===== src/rtl/mem_arb_defs_pkg.sv =====
// Shared encodings for the unified memory-port arbiter: FSM states and
// request-owner tags.
package mem_arb_defs;

  typedef enum logic [1:0] {
    IDLE = 2'd0,
    IGNT = 2'd1,
    DGNT = 2'd2,
    RESP = 2'd3
  } arb_state_t;

  typedef enum logic {
    OWN_I = 1'b0,
    OWN_D = 1'b1
  } arb_owner_t;

endpackage


===== src/rtl/mem_arb_starve.sv =====
// Fetch-starvation counter: counts data grants taken while a fetch waits and
// flags when the limit is reached. Used only when MEM_ARB_FAIR_EN is defined.
module mem_arb_starve #(
  parameter int LIMIT = 4
) (
  input  logic clk,
  input  logic reset,
  input  logic clr,
  input  logic inc,
  output logic hit
);

  localparam int CW = $clog2(LIMIT + 1);
  localparam logic [CW-1:0] LIM = CW'(LIMIT);

  logic [CW-1:0] count;

  always_ff @(posedge clk or negedge reset) begin
    if (!reset) begin
      count <= '0;
    end else if (clr) begin
      count <= '0;
    end else if (inc && (count != LIM)) begin
      count <= count + 1'b1;
    end
  end

  assign hit = (count == LIM);

endmodule


===== src/rtl/mem_port_arbiter.sv =====
// Shares one memory port between instruction fetch and load/store, data first.
// Optional fetch anti-starvation is enabled by defining MEM_ARB_FAIR_EN.
module mem_port_arbiter
  import mem_arb_defs::*;
#(
  parameter int WIDTH        = 32,
  parameter int ADRWIDTH     = 32,
  parameter int STARVE_LIMIT = 4
) (
  input  logic                clk,
  input  logic                reset,
  input  logic                iread,
  input  logic [ADRWIDTH-1:0] iadr,
  output logic [WIDTH-1:0]    irdata,
  output logic                iready,
  input  logic                dread,
  input  logic                dwrite,
  input  logic [ADRWIDTH-1:0] dadr,
  input  logic [WIDTH-1:0]    dwdata,
  output logic [WIDTH-1:0]    drdata,
  output logic                dready,
  output logic [ADRWIDTH-1:0] memadr,
  output logic [WIDTH-1:0]    memwdata,
  output logic                memread,
  output logic                memwrite,
  input  logic [WIDTH-1:0]    memrdata,
  input  logic                memready
);

  arb_state_t state, state_next;
  arb_owner_t winner;
  logic       grant;
  logic       dreq;
  logic       starve_hit;

  assign dreq = dread | dwrite;

  if (STARVE_LIMIT < 1) begin : g_bad_limit
    $error("STARVE_LIMIT must be at least 1");
  end

`ifdef MEM_ARB_FAIR_EN
  mem_arb_starve #(
    .LIMIT(STARVE_LIMIT)
  ) u_starve (
    .clk  (clk),
    .reset(reset),
    .clr  (grant && (winner == OWN_I)),
    .inc  (grant && (winner == OWN_D) && iread),
    .hit  (starve_hit)
  );
`else
  assign starve_hit = 1'b0;
`endif

  always_ff @(posedge clk or negedge reset) begin
    if (!reset) begin
      state <= IDLE;
    end else begin
      state <= state_next;
    end
  end

  // A starved fetch only overrides data priority when both sides are asking.
  always_comb begin
    state_next = state;
    grant      = 1'b0;
    winner     = OWN_D;
    unique case (state)
      IDLE: begin
        if (dreq && !(iread && starve_hit)) begin
          grant      = 1'b1;
          winner     = OWN_D;
          state_next = DGNT;
        end else if (iread) begin
          grant      = 1'b1;
          winner     = OWN_I;
          state_next = IGNT;
        end
      end
      IGNT, DGNT: begin
        if (memready) begin
          state_next = RESP;
        end
      end
      RESP: state_next = IDLE;
      default: state_next = IDLE;
    endcase
  end

  // Command is captured on grant and held until memory completes; a write
  // wins over a read when both are raised together.
  always_ff @(posedge clk or negedge reset) begin
    if (!reset) begin
      memadr   <= '0;
      memwdata <= '0;
      memread  <= 1'b0;
      memwrite <= 1'b0;
      irdata   <= '0;
      drdata   <= '0;
      iready   <= 1'b0;
      dready   <= 1'b0;
    end else begin
      unique case (state)
        IDLE: begin
          if (grant) begin
            if (winner == OWN_D) begin
              memadr   <= dadr;
              memwdata <= dwdata;
              memwrite <= dwrite;
              memread  <= ~dwrite;
            end else begin
              memadr   <= iadr;
              memwdata <= '0;
              memread  <= 1'b1;
              memwrite <= 1'b0;
            end
          end
        end
        IGNT: begin
          if (memready) begin
            memread  <= 1'b0;
            memwrite <= 1'b0;
            irdata   <= memrdata;
            iready   <= 1'b1;
          end
        end
        DGNT: begin
          if (memready) begin
            memread  <= 1'b0;
            memwrite <= 1'b0;
            drdata   <= memwrite ? '0 : memrdata;
            dready   <= 1'b1;
          end
        end
        RESP: begin
          iready <= 1'b0;
          dready <= 1'b0;
        end
        default: begin
          iready <= 1'b0;
          dready <= 1'b0;
        end
      endcase
    end
  end

endmodule


===== config.mk =====
export PLATFORM = sky130hd
export DESIGN_NAME = mem_port_arbiter
export DESIGN_NICKNAME = d
export VERILOG_FILES = /design/src/rtl/mem_arb_defs_pkg.sv /design/src/rtl/mem_arb_starve.sv /design/src/rtl/mem_port_arbiter.sv
export SDC_FILE = /design/constraint.sdc
export NUM_CORES = 1
export LEC_CHECK = 0
export ABC_CLOCK_PERIOD_IN_PS = 1750
export CORE_MARGIN = 5
export CORE_UTILIZATION = 36
export DETAILED_ROUTE_END_ITERATION = 8
export GPL_TIMING_DRIVEN = 0
export PLACE_DENSITY_LB_ADDON = 0.08
export RECOVER_POWER = 50
export SETUP_SLACK_MARGIN = 0.02
export SLEW_MARGIN = 25
export SYNTH_ARGS = -nofsm -noshare
export SYNTH_HDL_FRONTEND = slang
export SYNTH_SLANG_ARGS = --single-unit

===== constraint.sdc =====
create_clock -name clk -period 1.75 [get_ports clk]
set_input_delay 0.35 -clock clk [delete_from_list [all_inputs] [get_ports clk]]
set_output_delay 0.35 -clock clk [all_outputs]
set_load 0.005 [all_outputs]

==> summary.txt <==
Timing
  • Final Worst Setup Slack: 0.0531 ns
  • Final hold vios: 0
  • Final Max Tran Viols: 0
  • Final setup fails: 0
  • Clock Skews: 0.00627 ns
  • Tcrit/Tclk final: 0.970
  • Minimum clock period: 1.70 ns
  • RSZ-0062 raised after global routing: true
  • F_max: 0.589 GHz
  • Slew HR: 0.610
  • Hold_ws: 0.223 ns
  • Worst Max-Slew Pin Slew: 0.585 ns

Die
  • Die height: 132 µm
  • Initial cell density of the core: 0.367
  • Cell Rows: 44
  • Core area: 14600 µm²
  • Top Ports: 266
  • DIE WIDTH: 132 µm
  • Die area: 17400 µm²

CTS
  • Clock sinks: 134
  • Clock transition at path regs: 0.05 ns
  • Htree depth: 4
  • Root Driver: clkbuf_16
  • Worst-Skew Late Latency: 0.42 ns
  • CTS tree: done
  • Num CTS Buffers: 17
  • Clk buf depth: 2

Synth
  • Synth Area in XOR/XNOR: 0
  • Largest family of logic cells by synthesized area: compound AO/OA/AOI/OAI gates
  • Syn. warnings: 0
  • Syn Area/Cell: 11.7 µm²
  • Simple logic cell fraction of the synthesized area: 0.120
  • Synthesized flop and latch total: 134
  • Netlist cell types: 25
  • Syn_nets: 595
  • Post-Synth Adder-Cell Area: 0.00934
  • Synth top area cells: dfrtp_1 (63%), mux2_2 (7.1%), a22o_1 (5.4%), nor2_1 (4.8%), o22ai_1 (4.0%)
  • Cell Area, Synth: 5360 µm²
  • Post-Syn Instances: 457
  • Sequential share of the synthesized area: 0.626
  • Mux cell area share after synthesis: 0.0752
  • Synth area leader: dfrtp_1
  • Synth top area share: 0.626
  • Post-synthesis compound-gate area fraction: 0.135

Critical path
  • CP startpoint kind: register
  • Worst R2R End: memread
  • Crit Path Max Fanout: 7
  • Crit path from: state[1]
  • WP data required: 2.05 ns
  • CP arrival: 1.99 ns
  • Setup Crit Path Kind: reg -> reg
  • Worst Reg-to-Reg Cells: 5
  • Setup slack, reg-to-reg: 0.05 ns
  • CP Capture Point: memread
  • Crit. End Element: register
  • Reg2reg start: state[1]

Global routing
  • Largest net degree at the start of global routing: 80
  • Initial antenna violation count: 0
  • Vias in the first global route: 4873
  • First-pass GRT wire length: 25900 µm
  • Congestion Overflow GR: 0
  • Overall Global Routing Usage: 0.185

Routing
  • Detailed Routing Iterations Pass 1: 4
  • Final wirelength: 16100 µm
  • DRT iter0 DRCs: 199
  • Antenna viol nets, final: 0
  • Vias: 4559
  • Remaining DRCs: 0
  • WL per Instance: 17.1 µm
  • Vias per Instance: 4.85

Final layout
  • Filler cells: 1237
  • Fin area: 8950 µm²
  • Util after Layout: 0.613
  • Most common cell after layout, fill and taps aside: clkdlybuf4s50_1
  • Area Growth Syn to Fin: 67.0%
  • Antenna fix cells: 0
  • Final #Nets: 882
  • Layout cells sized above 1: 0.135
  • Storage cell area: 3350 µm²
  • Most frequent cells in the layout: clkdlybuf4s50_1 (261), dfrtp_1 (133), nor2_1 (68)
  • Area of the multi-input gates: 1850 µm²

Placement
  • DP Area: 8260 µm²
  • Final GP Congestion: 0.804
  • DP HPWL: 12000 µm
  • Pre-CTS WS: -0.372 ns
  • IO Port Bufs: 264

Outcome
  • Status: complete, no violations

Power
  • Sequential share of power: 0.330
  • Maximum vdd drop: 0.842 mV
  • P_int: 11.5 mW
  • Clock power share: 0.240
  • Power per cell area: 1820 nW/µm²
  • Net Switching: 4.85 mW
  • Gate power share: 0.431
  • Leak Pwr: 3.81 nW
  • Switching share of power: 0.297

Run
  • Max Cap Viol: 0

Worst hold path
  • Worst min path class: in -> reg
==> kinds of logic after synthesis <==
kind of cell	Yosys count
simple gates	141
flops	134
compound gates	108
mux	36
buf+inv	34
fa+ha+maj	4
==> sequential cells by signal (all words and copies together), names as in the netlist <==
signal,flops
memwdata,32
irdata,32
dready,1
iready,1
state,2
drdata,32
memadr,32
memread,1
memwrite,1
==> routing by layer <==
metal | vias up | wire length, µm | GRT usage
met5 | - | 0 | 0
met4 | 0 | 442 | 0.0777
met2 | 193 | 7590 | 0.287
li1 | 2159 | - | -
met1 | 2181 | 6580 | 0.228
met3 | 26 | 1470 | 0.0782
==> worst max-delay path, stage by stage, from the launching register on <==
cell      delay (ns)
dfrtp_1         0.40
inv_2           0.12
ha_4            0.23
nor2b_1         0.16
a211oi_2        0.33
mux2_4          0.34
==> power groups by stage <==
stage                     Clock, mW  Sequential, mW  Combinational [mW]
after CTS                      3.98            5.38                7.08
after global placement            0            5.36                6.85
after global routing           4.12            5.57                7.71
after detailed placement          0            5.42                6.95
after floorplan                   0            5.48                2.72
final                          3.91            5.38                7.02
==> worst min path at each step <==
stage	startpoint	to	slack (ns)	depth (start not counted)
2_1_floorplan	reset	drdata[0]	0.05	0
3_3_place_gp	drdata[3]	drdata[3]	0.46	2
3_5_place_dp	reset	irdata[9]	0.38	1
4_1_cts	memready	dready	0.20	2
5_1_grt	memready	dready	0.22	2
6_report	memready	dready	0.22	2
==> area by class of cell <==
cell class | count | share of cell area
timing repair buffer | 268 | 0.299
tap | 184 | 0.0257
multi-input combinational | 289 | 0.206
clock inverter | 12 | 0.0224
sequential | 134 | 0.375
buffer | 31 | 0.0210
inverter | 3 | 0.00126
clock buffer | 19 | 0.0495
==> cells in the mapped netlist <==
cell,count
a211oi_2,1
a21oi_1,2
a221oi_1,1
a22o_1,33
buf_1,1
buf_2,14
buf_4,11
clkbuf_1,5
dfrtp_1,134
ha_1,4
inv_1,3
mux2_2,34
mux2i_1,2
nand2_1,35
nand2b_1,32
nand2b_4,1
nand4bb_1,1
nor2_1,68
nor2b_1,3
nor3_2,1
o21ai_0,34
o21ai_1,1
o22ai_1,34
o2bb2ai_1,1
o31a_1,1
==> per-stage QoR <==
step / instances / setup TNS [ns] / power, mW
2_1_floorplan: 457 / 0 / 8.20
3_3_place_gp: 905 / -671.44 / 12.2
3_5_place_dp: 906 / -13.36 / 12.4
4_1_cts: 940 / 0 / 16.4
5_1_grt: 940 / -0.0453 / 17.4
6_report: 940 / 0 / 16.3
==> timing repair <==
action                                 in CTS  in global routing
endpoints found under the hold margin      78                  0
hold buffers                                1                  0
setup buffers                               2                  0
setup endpoints to repair                  33                 68
pin swaps                                   1                  1
resized for setup                           4                 13
(Power assumes the default switching activity.)
